### src/rtl/axi_wr_pkt_writer.sv
// rtl/axi_wr_pkt_writer.sv - AXI write bursts into a packet-memory ring; AXI_WR_ERRCHK_EN enables WID/WLAST checks
module axi_wr_pkt_writer #(
    parameter int DWIDTH = 64,
    parameter int AWIDTH = 6
) (
    input  logic              clk,
    input  logic              rst,
    input  logic [3:0]        AWID,
    input  logic [3:0]        AWLEN,
    input  logic              AWVALID,
    output logic              AWREADY,
    input  logic [3:0]        WID,
    input  logic [DWIDTH-1:0] WDATA,
    input  logic              WLAST,
    input  logic              WVALID,
    output logic              WREADY,
    output logic [3:0]        BID,
    output logic [1:0]        BRESP,
    output logic              BVALID,
    input  logic              BREADY,
    output logic [AWIDTH-1:0] f0_waddr,
    output logic [DWIDTH-1:0] f0_wdata,
    output logic              f0_write,
    input  logic [AWIDTH:0]   rd_ptr,
    output logic [AWIDTH:0]   wr_ptr,
    output logic              pkt_done
);

    // A burst is only admitted when a maximum-length (16 beat) burst is guaranteed to fit.
    localparam logic [AWIDTH:0] MAX_USED = (AWIDTH+1)'((1 << AWIDTH) - 16);

    typedef enum logic [1:0] {IDLE, DATA, RESP} state_t;

    state_t          state;
    logic [3:0]      awlen_q;
    logic [3:0]      beat_cnt;
    logic [AWIDTH:0] lptr;
    logic            err_q;
    logic [AWIDTH:0] used;
    logic            space_ok;
    logic            last_beat;
    logic            beat_err;
    logic            burst_err;

    assign used      = wr_ptr - rd_ptr;
    assign space_ok  = (used <= MAX_USED);
    assign last_beat = (beat_cnt == awlen_q);

`ifdef AXI_WR_ERRCHK_EN
    assign beat_err = (WID != BID) || (WLAST != last_beat);
`else
    assign beat_err = 1'b0 & (WLAST | (|WID));
`endif

    assign burst_err = err_q | beat_err;

    always_ff @(posedge clk) begin
        if (rst) begin
            state    <= IDLE;
            AWREADY  <= 1'b0;
            WREADY   <= 1'b0;
            BVALID   <= 1'b0;
            BID      <= 4'd0;
            BRESP    <= 2'b00;
            f0_write <= 1'b0;
            f0_waddr <= '0;
            f0_wdata <= '0;
            wr_ptr   <= '0;
            pkt_done <= 1'b0;
            awlen_q  <= 4'd0;
            beat_cnt <= 4'd0;
            lptr     <= '0;
            err_q    <= 1'b0;
        end else begin
            f0_write <= 1'b0;
            pkt_done <= 1'b0;
            case (state)
                IDLE: begin
                    if (AWREADY && AWVALID) begin
                        AWREADY  <= 1'b0;
                        WREADY   <= 1'b1;
                        BID      <= AWID;
                        awlen_q  <= AWLEN;
                        beat_cnt <= 4'd0;
                        lptr     <= wr_ptr;
                        err_q    <= 1'b0;
                        state    <= DATA;
                    end else begin
                        AWREADY <= space_ok;
                    end
                end
                DATA: begin
                    if (WVALID && WREADY) begin
                        f0_write <= 1'b1;
                        f0_waddr <= lptr[AWIDTH-1:0];
                        f0_wdata <= WDATA;
                        lptr     <= lptr + 1'b1;
                        beat_cnt <= beat_cnt + 1'b1;
                        err_q    <= burst_err;
                        // Beat count alone terminates the burst; WLAST only feeds the error check.
                        if (last_beat) begin
                            WREADY <= 1'b0;
                            BVALID <= 1'b1;
                            BRESP  <= burst_err ? 2'b10 : 2'b00;
                            state  <= RESP;
                            if (!burst_err) begin
                                wr_ptr   <= lptr + 1'b1;
                                pkt_done <= 1'b1;
                            end
                        end
                    end
                end
                RESP: begin
                    if (BREADY) begin
                        BVALID <= 1'b0;
                        state  <= IDLE;
                    end
                end
                default: state <= IDLE;
            endcase
        end
    end

endmodule

### config.mk
export PLATFORM = sky130hd
export DESIGN_NAME = axi_wr_pkt_writer
export DESIGN_NICKNAME = d
export VERILOG_FILES = /design/src/rtl/axi_wr_pkt_writer.sv
export SDC_FILE = /design/constraint.sdc
export NUM_CORES = 1
export LEC_CHECK = 0
export CELL_PAD_IN_SITES_DETAIL_PLACEMENT = 1
export CELL_PAD_IN_SITES_GLOBAL_PLACEMENT = 1
export CORE_ASPECT_RATIO = 0.75
export CORE_MARGIN = 10
export CORE_UTILIZATION = 30
export DETAILED_ROUTE_END_ITERATION = 7
export GPL_ROUTABILITY_DRIVEN = 0
export PLACE_DENSITY_LB_ADDON = 0.1
export SLEW_MARGIN = 0
export SYNTH_ARGS = -nofsm -noshare
export SYNTH_HDL_FRONTEND = slang
export SYNTH_SLANG_ARGS = --single-unit
### constraint.sdc
create_clock -name clk -period 2 [get_ports clk]
set_clock_uncertainty 0.05 [all_clocks]
set_input_delay 0.3 -clock clk [delete_from_list [all_inputs] [get_ports clk]]
set_output_delay 0.3 -clock clk [all_outputs]
set_load 0.02 [all_outputs]
=== Word-level counts from Yosys, hierarchy flattened ===
Cells that the tools add are included.

* Add/subtract/negate cells: 3
* $mul: 0
* Div/mod/pow operators: 0
* Order comparisons: 1
* Eq/ne operators: 7
* Shift-type cells: 0
* Multiplexer cells: 21
* Bitwise logic cells: 3
* Reduce and logical (&&, ||, !) cells: 14

{| class="wikitable"
|+ Operators by type and width
! cell !! count
|-
| $mux W7 || 2
|-
| $pmux W7 S2 || 1
|-
| $reduce_and A4 Y1 || 3
|-
| $mux W1 || 8
|-
| $mux W2 || 4
|-
| $mux W4 || 2
|-
| $ne A2 B2 Y1 const B || 4
|-
| $pmux W4 S2 || 1
|-
| $add A7 B1 Y7 const B || 1
|-
| $le A7 B6 Y1 const B || 1
|-
| $sub A7 B7 Y7 || 1
|-
| $pmux W2 S3 || 1
|-
| $reduce_and A3 Y1 || 2
|-
| $add A4 B1 Y4 const B || 1
|-
| $eq A4 B4 Y1 || 1
|-
| $pmux W1 S2 || 2
|-
| $reduce_and A2 Y1 || 2
|-
| $reduce_bool A2 Y1 || 2
|-
| $reduce_or A4 Y1 || 1
|-
| $not A1 Y1 || 3
|-
| $eq A2 B1 Y1 const B || 1
|-
| $eq A2 B2 Y1 const B || 1
|-
| $logic_and A1 B1 Y1 || 2
|-
| $logic_not A2 Y1 || 1
|-
| $reduce_or A2 Y1 || 1
|}

* Bits in registers: 103
* Latch bits: 0
* Memory bits (writable): 0
* Bits in read-only memories: 0
* Output and inout port bits: 88
* Word-level logic and storage cells: 62
* Memories kept: 0

=== Logic depth before layout (Yosys ltp) ===
* Word-level depth: 4
* Gate-level depth with buffers: 7

=== Worst setup path after synthesis ===
Ideal clock, no wire load.

* Path type: register to register
* From: reg wr_ptr[2]
* To: reg AWREADY
* Setup time: 78 ps
* Arrival: 1675 ps
* Data required time: 1872 ps
* Slack: 197 ps
* Stages on the path, launching flop included: 7
* Path buffers: 0
* Period minus slack after synthesis: 1803 ps
* Path through: dfxtp_1 -> ha_1 -> or2_1 -> o32a_1 -> o211ai_1 -> a21oi_1 -> a32oi_1

* Word-level cells in the longest chain between the ends: 3

{| class="wikitable"
|+ RTL lines
! what !! line !! source
|-
| start: declaration || 25 || <nowiki>output logic [AWIDTH:0] wr_ptr,</nowiki>
|-
| start signal: assignment || 107 || <nowiki>wr_ptr <= lptr + 1'b1;</nowiki>
|-
| $sub A7 B7 Y7 || 45 || <nowiki>assign used = wr_ptr - rd_ptr;</nowiki>
|-
| $le A7 B6 Y1 || 46 || <nowiki>assign space_ok = (used <= MAX_USED);</nowiki>
|-
| $mux W1 || 79 || <nowiki>if (AWREADY && AWVALID) begin</nowiki>
|-
| end signal: assignment || 89 || <nowiki>AWREADY <= space_ok;</nowiki>
|-
| end: declaration || 11 || <nowiki>output logic AWREADY,</nowiki>
|}

No other way between the ends.
A chain may end at the register's enable or synchronous reset.

=== Worst setup path in the final report ===
* From: in rd_ptr[2]
* To: reg AWREADY

* Word-level cells in the longest chain between the ends: 3

{| class="wikitable"
|+ RTL lines
! what !! line !! source
|-
| start: declaration || 24 || <nowiki>input logic [AWIDTH:0] rd_ptr,</nowiki>
|-
| $sub A7 B7 Y7 || 45 ||
|-
| $le A7 B6 Y1 || 46 ||
|-
| $mux W1 || 79 ||
|}

No other way between the ends.

==> impl_metrics.env <==
export IMPL_status="finished clean"
export IMPL_htree_levels=3
export IMPL_layout_nets=773
export IMPL_cts_root_buf="clkbuf_16"
export IMPL_worstPathCellList="clkdlybuf4s50_1 -> inv_1 -> ha_1 -> or2_1 -> o32a_1 -> o211ai_1 -> a21oi_1 -> a32oi_1"
export IMPL_drv_cap=0
export IMPL_wl_um=14700
export IMPL_worstPathRequired_ns=2.21
export IMPL_cp_top_family="compound AO/OA/AOI/OAI gates"
export IMPL_slowest_delay_ns=0.45
export IMPL_hold_buffers=0
export IMPL_worstHoldPathType="in2reg"
export IMPL_synth_main_ff_cell="dfxtp_1"
export IMPL_synth_top_cell_area_share_pct=50.1
export IMPL_clk_pin_slew_worst_paths_ns=0.07
export IMPL_rsz0062_at_grt="false"
export IMPL_synth_avg_cell_area_um2=8.05
export IMPL_synth_distinct_cells=43
export IMPL_numCtsBuffers=9
export IMPL_synth_edf_count=0
export IMPL_setup_worst_path_class="in2reg"
export IMPL_clk_latency_ns=0.34
export IMPL_dp_hpwl_um=11000
export IMPL_yosys_cell_count_top_type="nand2_1"
export IMPL_ios=177
export IMPL_ir_drop_uv=411
export IMPL_dieArea_um2=18800
export IMPL_critPathLaunchType="input pin"
export IMPL_core_area_um2=13200
export IMPL_cp_depth=8
export IMPL_min_period_ns=1.93
export IMPL_instances_no_fill=853
export IMPL_worst_ep_arrival_time_ns=2.13
export IMPL_power_density_nw_per_um2=669
export IMPL_ant_nets=0
export IMPL_post_cts_setup_buffer_count=0
export IMPL_layout_drive_gt1_share_pct=6.90
export IMPL_clkPwrFrac_pct=42.5
export IMPL_sequentialPowerShare_pct=49.1
export IMPL_die_y_um=121
export IMPL_area_growth_pct=54.2
export IMPL_postLayoutCoreUtil_pct=48.1
export IMPL_r2r_start="wr_ptr[2]"
export IMPL_grt_start_max_net_pins=102
export IMPL_drt_iter0_drc=124
export IMPL_synth_seq_area_share_pct=50.1
export IMPL_drv_slew=0
export IMPL_antenna_found_initial=3
export IMPL_path_buf_inv=2
export IMPL_num_vias=4035
export IMPL_grt_pass1_wl_um=23500
export IMPL_grt_pass1_vias=4291
export IMPL_critPathSlowestCell="clkdlybuf4s50_1"
export IMPL_rr_worst_depth=6
export IMPL_path_max_fanout=2
export IMPL_finalSetupViolCount=0
export IMPL_grt_total_usage_pct=15.3
export IMPL_ys_ff_latch=103
export IMPL_drc=0
export IMPL_wl_per_cell_um=17.3
export IMPL_worstSetupStartpoint="rd_ptr[2]"
export IMPL_combPwrFrac_pct=8.4
export IMPL_clock_fmax_ghz=0.519
export IMPL_post_route_period_util_pct=96.4
export IMPL_worstReg2RegEnd="AWREADY"
export IMPL_crit_end="AWREADY"
export IMPL_reg2reg_slack_ns=0.20
export IMPL_start_util_pct=31.2
export IMPL_clockBufferDepth=2
export IMPL_p_int_w=0.00327
export IMPL_overflow=0
export IMPL_sw_frac_of_total_pct=22.9
export IMPL_syn_inst=511
export IMPL_yosys_top_cells_area="dfxtp_1 (50%), nand2_1 (15%), a21oi_1 (11%), buf_2 (2.6%), ha_1 (2.4%)"
export IMPL_slew_headroom_pct=63.8
export IMPL_die_w_um=155
export IMPL_netSwitchingPower_w=0.000973
export IMPL_worst_slew_pin_slew_ns=0.529
export IMPL_finalHoldViolations=0
export IMPL_fillers=1576
export IMPL_cts_sinks=103
export IMPL_ys_warnings_count=0
export IMPL_yosys_area_top_type="dfxtp_1"
export IMPL_synth_common_cells="nand2_1 (167), dfxtp_1 (103), a21oi_1 (91)"
export IMPL_drtPass1Iterations=4
export IMPL_syn_area_um2=4110
export IMPL_cts_tree="yes"
export IMPL_cp_end_kind="flip-flop"
export IMPL_dp_cells=836
export IMPL_leakage_nw=2.16
export IMPL_portBuffers=169
export IMPL_routed_via_density=4.73
export IMPL_tns_ns=0
export IMPL_rows=36
export IMPL_async_reset_ff_share_pct=0
export IMPL_cts_resized=0
metal layers:
metal	track usage, %	part of all wire, %	vias to the layer above
met5	0	0.068	-
met2	24.3	45	120
met1	18.7	44	1879
met3	7.19	9.6	11
met4	2.86	0.64	2
li1	-	-	2023
worst min path at each step:
stage                       from      endpoint  slack [ns]  cells after the start
CTS                          rst      state[0]        0.17                      2
global placement    f0_wdata[53]  f0_wdata[53]        0.39                      2
detailed placement  f0_wdata[54]  f0_wdata[54]        0.40                      2
floorplan                 BREADY        BVALID        0.37                      1
finish                       rst      state[0]        0.18                      2
global route                 rst      state[0]        0.17                      2
power by group through the flow:
stage	Clock [W]	Combinational [W]	Sequential [W]
finish	0.00180	0.000356	0.00208
global route	0.00196	0.000387	0.00209
CTS	0.00187	0.000358	0.00208
detailed placement	0	0.000355	0.00213
global placement	0	0.000347	0.00213
floorplan	0	0.000117	0.00214
cell usage in the layout, fill, tap and decap left out, types with 3 or more instances in the layout:
cell             synthesis  routed
ha_1                     8       8
a21oi_1                 91      91
clkbuf_16                0       9
buf_12                   0       3
nand3_1                  4       4
xor2_1                   4       4
nand2b_1                 3       3
buf_4                    3      18
xnor2_1                 11      11
o21ai_0                  5       5
clkdlybuf4s50_1          0     168
inv_1                    9       9
nor3_1                   4       4
dfxtp_1                103     103
a211oi_1                 6       6
nand4_1                  3       3
nor2_1                  23      23
nand2_1                167     167
cells by family (layout without fill, tap and decap cells):
kind of cell / Yosys count / in the layout / share of synthesized area (%)
other: 1 / 3 / 0.0912
flip-flops: 103 / 103 / 50.1
XOR/XNOR: 15 / 15 / 3.19
adder cells (fa/ha/maj): 8 / 8 / 2.43
AO/OA/AOI/OAI: 118 / 118 / 16.4
multiplexers: 2 / 2 / 0.517
AND/OR/NAND/NOR: 219 / 219 / 22.2
buffers and inverters: 45 / 214 / 5.02
worst reg2reg max path: cells and delay by family (launching register included):
kind	cells	cell delay [ns]
AO/OA/AOI/OAI	4	0.80
flip-flops	1	0.33
adder cells (fa/ha/maj)	1	0.29
AND/OR/NAND/NOR	1	0.24
sequential cells by signal, summed over array words and instances (netlist names):
| register | flops |
|---|---|
| BVALID | 1 |
| pkt_done | 1 |
| f0_waddr | 6 |
| BID | 4 |
| lptr | 7 |
| beat_cnt | 4 |
| wr_ptr | 7 |
| state | 2 |
| awlen_q | 4 |
| AWREADY | 1 |
| f0_wdata | 64 |
| f0_write | 1 |
| WREADY | 1 |
final cells by class:
class / instances / area (µm²) / share of cell area [%]
clock buffers: 10 / 229 / 3.61
multi-input cells: 364 / 1850 / 29.2
repair buffers: 189 / 1880 / 29.6
clock inverters: 6 / 75.1 / 1.18
diodes: 1 / 2.50 / 0.0395
flip-flops and latches: 103 / 2060 / 32.5
inverters: 9 / 33.8 / 0.533
well taps: 171 / 214 / 3.37
metrics by stage:
| stage | area (µm²) | power [W] | hold WS, ns | worst slack [ns] |
|---|---|---|---|---|
| finish | 6340 | 0.00424 | 0.183 | 0.0714 |
| floorplan | 4120 | 0.00225 | 0.369 | 0.197 |
| global route | 6340 | 0.00444 | 0.172 | 0.00452 |
| detailed placement | 6040 | 0.00249 | 0.399 | -0.247 |
| global placement | 6040 | 0.00248 | 0.391 | -0.210 |
| CTS | 6340 | 0.00431 | 0.167 | 0.106 |
Power figures use the tool's default switching activity.
==> RTL edit: new RTL, same flow settings <==
The option `AXI_WR_ERRCHK_EN` is turned on by a define.
--- a/src/rtl/axi_wr_pkt_writer.sv
+++ b/src/rtl/axi_wr_pkt_writer.sv
@@ -1,3 +1,5 @@
 // rtl/axi_wr_pkt_writer.sv - AXI write bursts into a packet-memory ring; AXI_WR_ERRCHK_EN enables WID/WLAST checks
+`define AXI_WR_ERRCHK_EN
+
 module axi_wr_pkt_writer #(
     parameter int DWIDTH = 64,
Formal check against the unedited RTL: not equivalent (a bounded check fails within 4 cycles, from zero or initial values and one cycle with rst high).
==> RTL edit against the original RTL <==
Worst setup slack improved by 4.0 ps; area after synthesis rose by 2.0%; design area rose by 2.5%; routed wire length barely moved; sequential power rose by 2%; sequential cell count rose by 2; via count fell by 0.42%; power fell by 1.6%; final cell count rose by 1.2%; critical endpoint unchanged.
==> RTL edit: results (changes against the original RTL) <==
----------------------------------------------------
[Outcome]
  Result of the run ... finished clean

[Worst hold path]
  Start point of the worst min-delay path ... rst
  Worst-case hold path end point ... wr_ptr[4]

[Timing]
  Hold Slack ... 176 ps (-7.09 ps)

[CTS]
  Clock tree root driver cell ... clkbuf_16
  CTS H-tree depth ... 3 (unchanged)

[Worst setup path]
  Register-to-register setup slack ... 200 ps (about the same)
  Reg2reg end ... AWREADY
  Reg2Reg Launch Point ... wr_ptr[1]
  Cells on worst reg2reg path ... 7 (+1)
  Largest fanout on the critical path ... 3 (+1)
  Critical Path Start ... rd_ptr[2]
  Critical path data arrival time ... about 2100 ps

[Global route]
  Global Route Usage Sum ... 15.0% (-0.26 points)
  First-pass GRT wire length ... 23100 um (-1.4%)
  Number of antenna violations at the first check in global routing ... 0 (-3)
  Largest net degree at the start of global routing ... 72 (-29%)
  Number of global-route vias before repair ... 4265 (-0.61%)

[Placement]
  Port buffer count ... 175 (+3.6%)
  Half-perimeter wire length of the detailed placement result ... 11300 um (+2.7%)
  Number of instances in the placed design ... 848 (+1.4%)

[Synth]
  Cell types occupying the most area after synthesis ... dfxtp_1, nand2_1, a21oi_1
  Number of synthesis warnings ... 0 (unchanged)
  Most common cell in the netlist ... nand2_1
  Post-synth cell types ... 49 (+14%)
  Number of standard cells after synthesis ... 510 (-0.20%)
  Proportion of synthesized chip area in sequential cells ... 50.1% (about the same)
  Most numerous cell types in the synthesized netlist ... nand2_1, dfxtp_1, a21oi_1

[Layout]
  Biggest regs ... f0_wdata (64), lptr (7), wr_ptr (7)
  Post-layout net count ... 781 (+1.0%)
  Antenna diode count ... 0 (-1)
  Ratio of cells with drive above 1 in the final layout ... 7.27% (+0.37 points)

[Routing]
  Overall routed net length ... 14700 um (about the same)
  Count of routing violations after the opening detailed-route iteration ... 115 (-7.3%)
  First drt pass iteration count ... 4 (unchanged)
  Overall via count from detail_route ... 4018 (-0.42%)
  Post-DR wirelength/cell ... 17.1 um (-1.2%)

[Power]
  Leakage power summed over all cells ... 2.28 nW (+5.4%)
  Peak VDD IR ... 0.514 mV (+25%)

----------------------------------------------------
-- RTL edit: cell count changes after synthesis, sizes merged, moves of 3 or more --
cell,change
a221oi,+3
nor2,-5
clkbuf,+16
nor3b,+3
buf,-18
xor2,+6
nand2,-4
a21oi,-4
-- RTL edit: power breakdown --
group	leakage [nW]	switching, mW	total [mW]	internal [mW]
clock	0.132	0.785	1.62	0.839
sequential	0.847	0.0224	2.13	2.11
combinational	1.30	0.169	0.413	0.244
total	2.28	0.977	4.17	3.19
-- RTL edit: cell families after synthesis --
group | after synthesis | synth area share [%]
buffers and inverters | 42 | 4.45
xor gates and xnor gates | 20 | 4.18
muxes | 3 | 0.716
DFF | 105 | 50.1
and+or+nand+nor | 215 | 22.0
AOI/OAI and AO/OA | 116 | 16.0
other | 1 | 0.0894
adders and majority gates | 8 | 2.39
-- RTL edit: final cells by class --
| type | instances | area [sq um] |
|---|---|---|
| Clock buffer | 10 | 229 |
| Tap cell | 175 | 219 |
| Sequential cell | 105 | 2100 |
| Timing Repair Buffer | 197 | 1960 |
| Clock inverter | 5 | 32.5 |
| Fill cell | 1606 | 7200 |
| Inverter | 8 | 30.0 |
| Multi-Input combinational cell | 363 | 1920 |
-- RTL edit: worst max-delay path, cell delays in order --
cell and delay [ps]:
clkdlybuf4s50_1 450, inv_1 40, ha_1 300, or2_2 320, o32ai_2 280, a221oi_1 110
and3_1 190, o32ai_1 130
-- RTL edit: repair_timing --
item                                    CTS  global route
hold buffers                              0             0
resized for setup                         0             3
endpoints found under the setup margin    0             1
hold endpoints to repair                  0             0
buffers inserted                          0             0
-- RTL edit: metal layers --
| layer | up-vias | routed length, um | track usage, % |
|---|---|---|---|
| met5 | - | 0 | 0 |
| met4 | 0 | 94 | 2.65 |
| met3 | 10 | 1700 | 8.74 |
| met2 | 105 | 6780 | 24.7 |
| met1 | 1865 | 6150 | 16.9 |
| li1 | 2038 | - | - |
-- RTL edit: through the flow --
stage	setup TNS, ps	total power, mW	cell area, sq um	worst slack (ps)	utilization [%]
after global routing	0	4.37	6500	1.00	47.4
final	0	4.17	6500	75.4	47.4
after global placement	-272	2.59	6220	-272	45.4
after floorplan	0	2.32	4190	143	-
after detailed placement	-447	2.60	6220	-358	45.4
after CTS	0	4.23	6480	3.48	47.3
-- RTL edit: worst max-delay path by stage --
stage	depth (start not counted)	to	slack, ps
6_report	8	AWREADY	80
5_1_grt	8	AWREADY	1
4_1_cts	8	AWREADY	3
3_5_place_dp	8	AWREADY	-360
3_3_place_gp	8	AWREADY	-270
2_1_floorplan	6	AWREADY	140
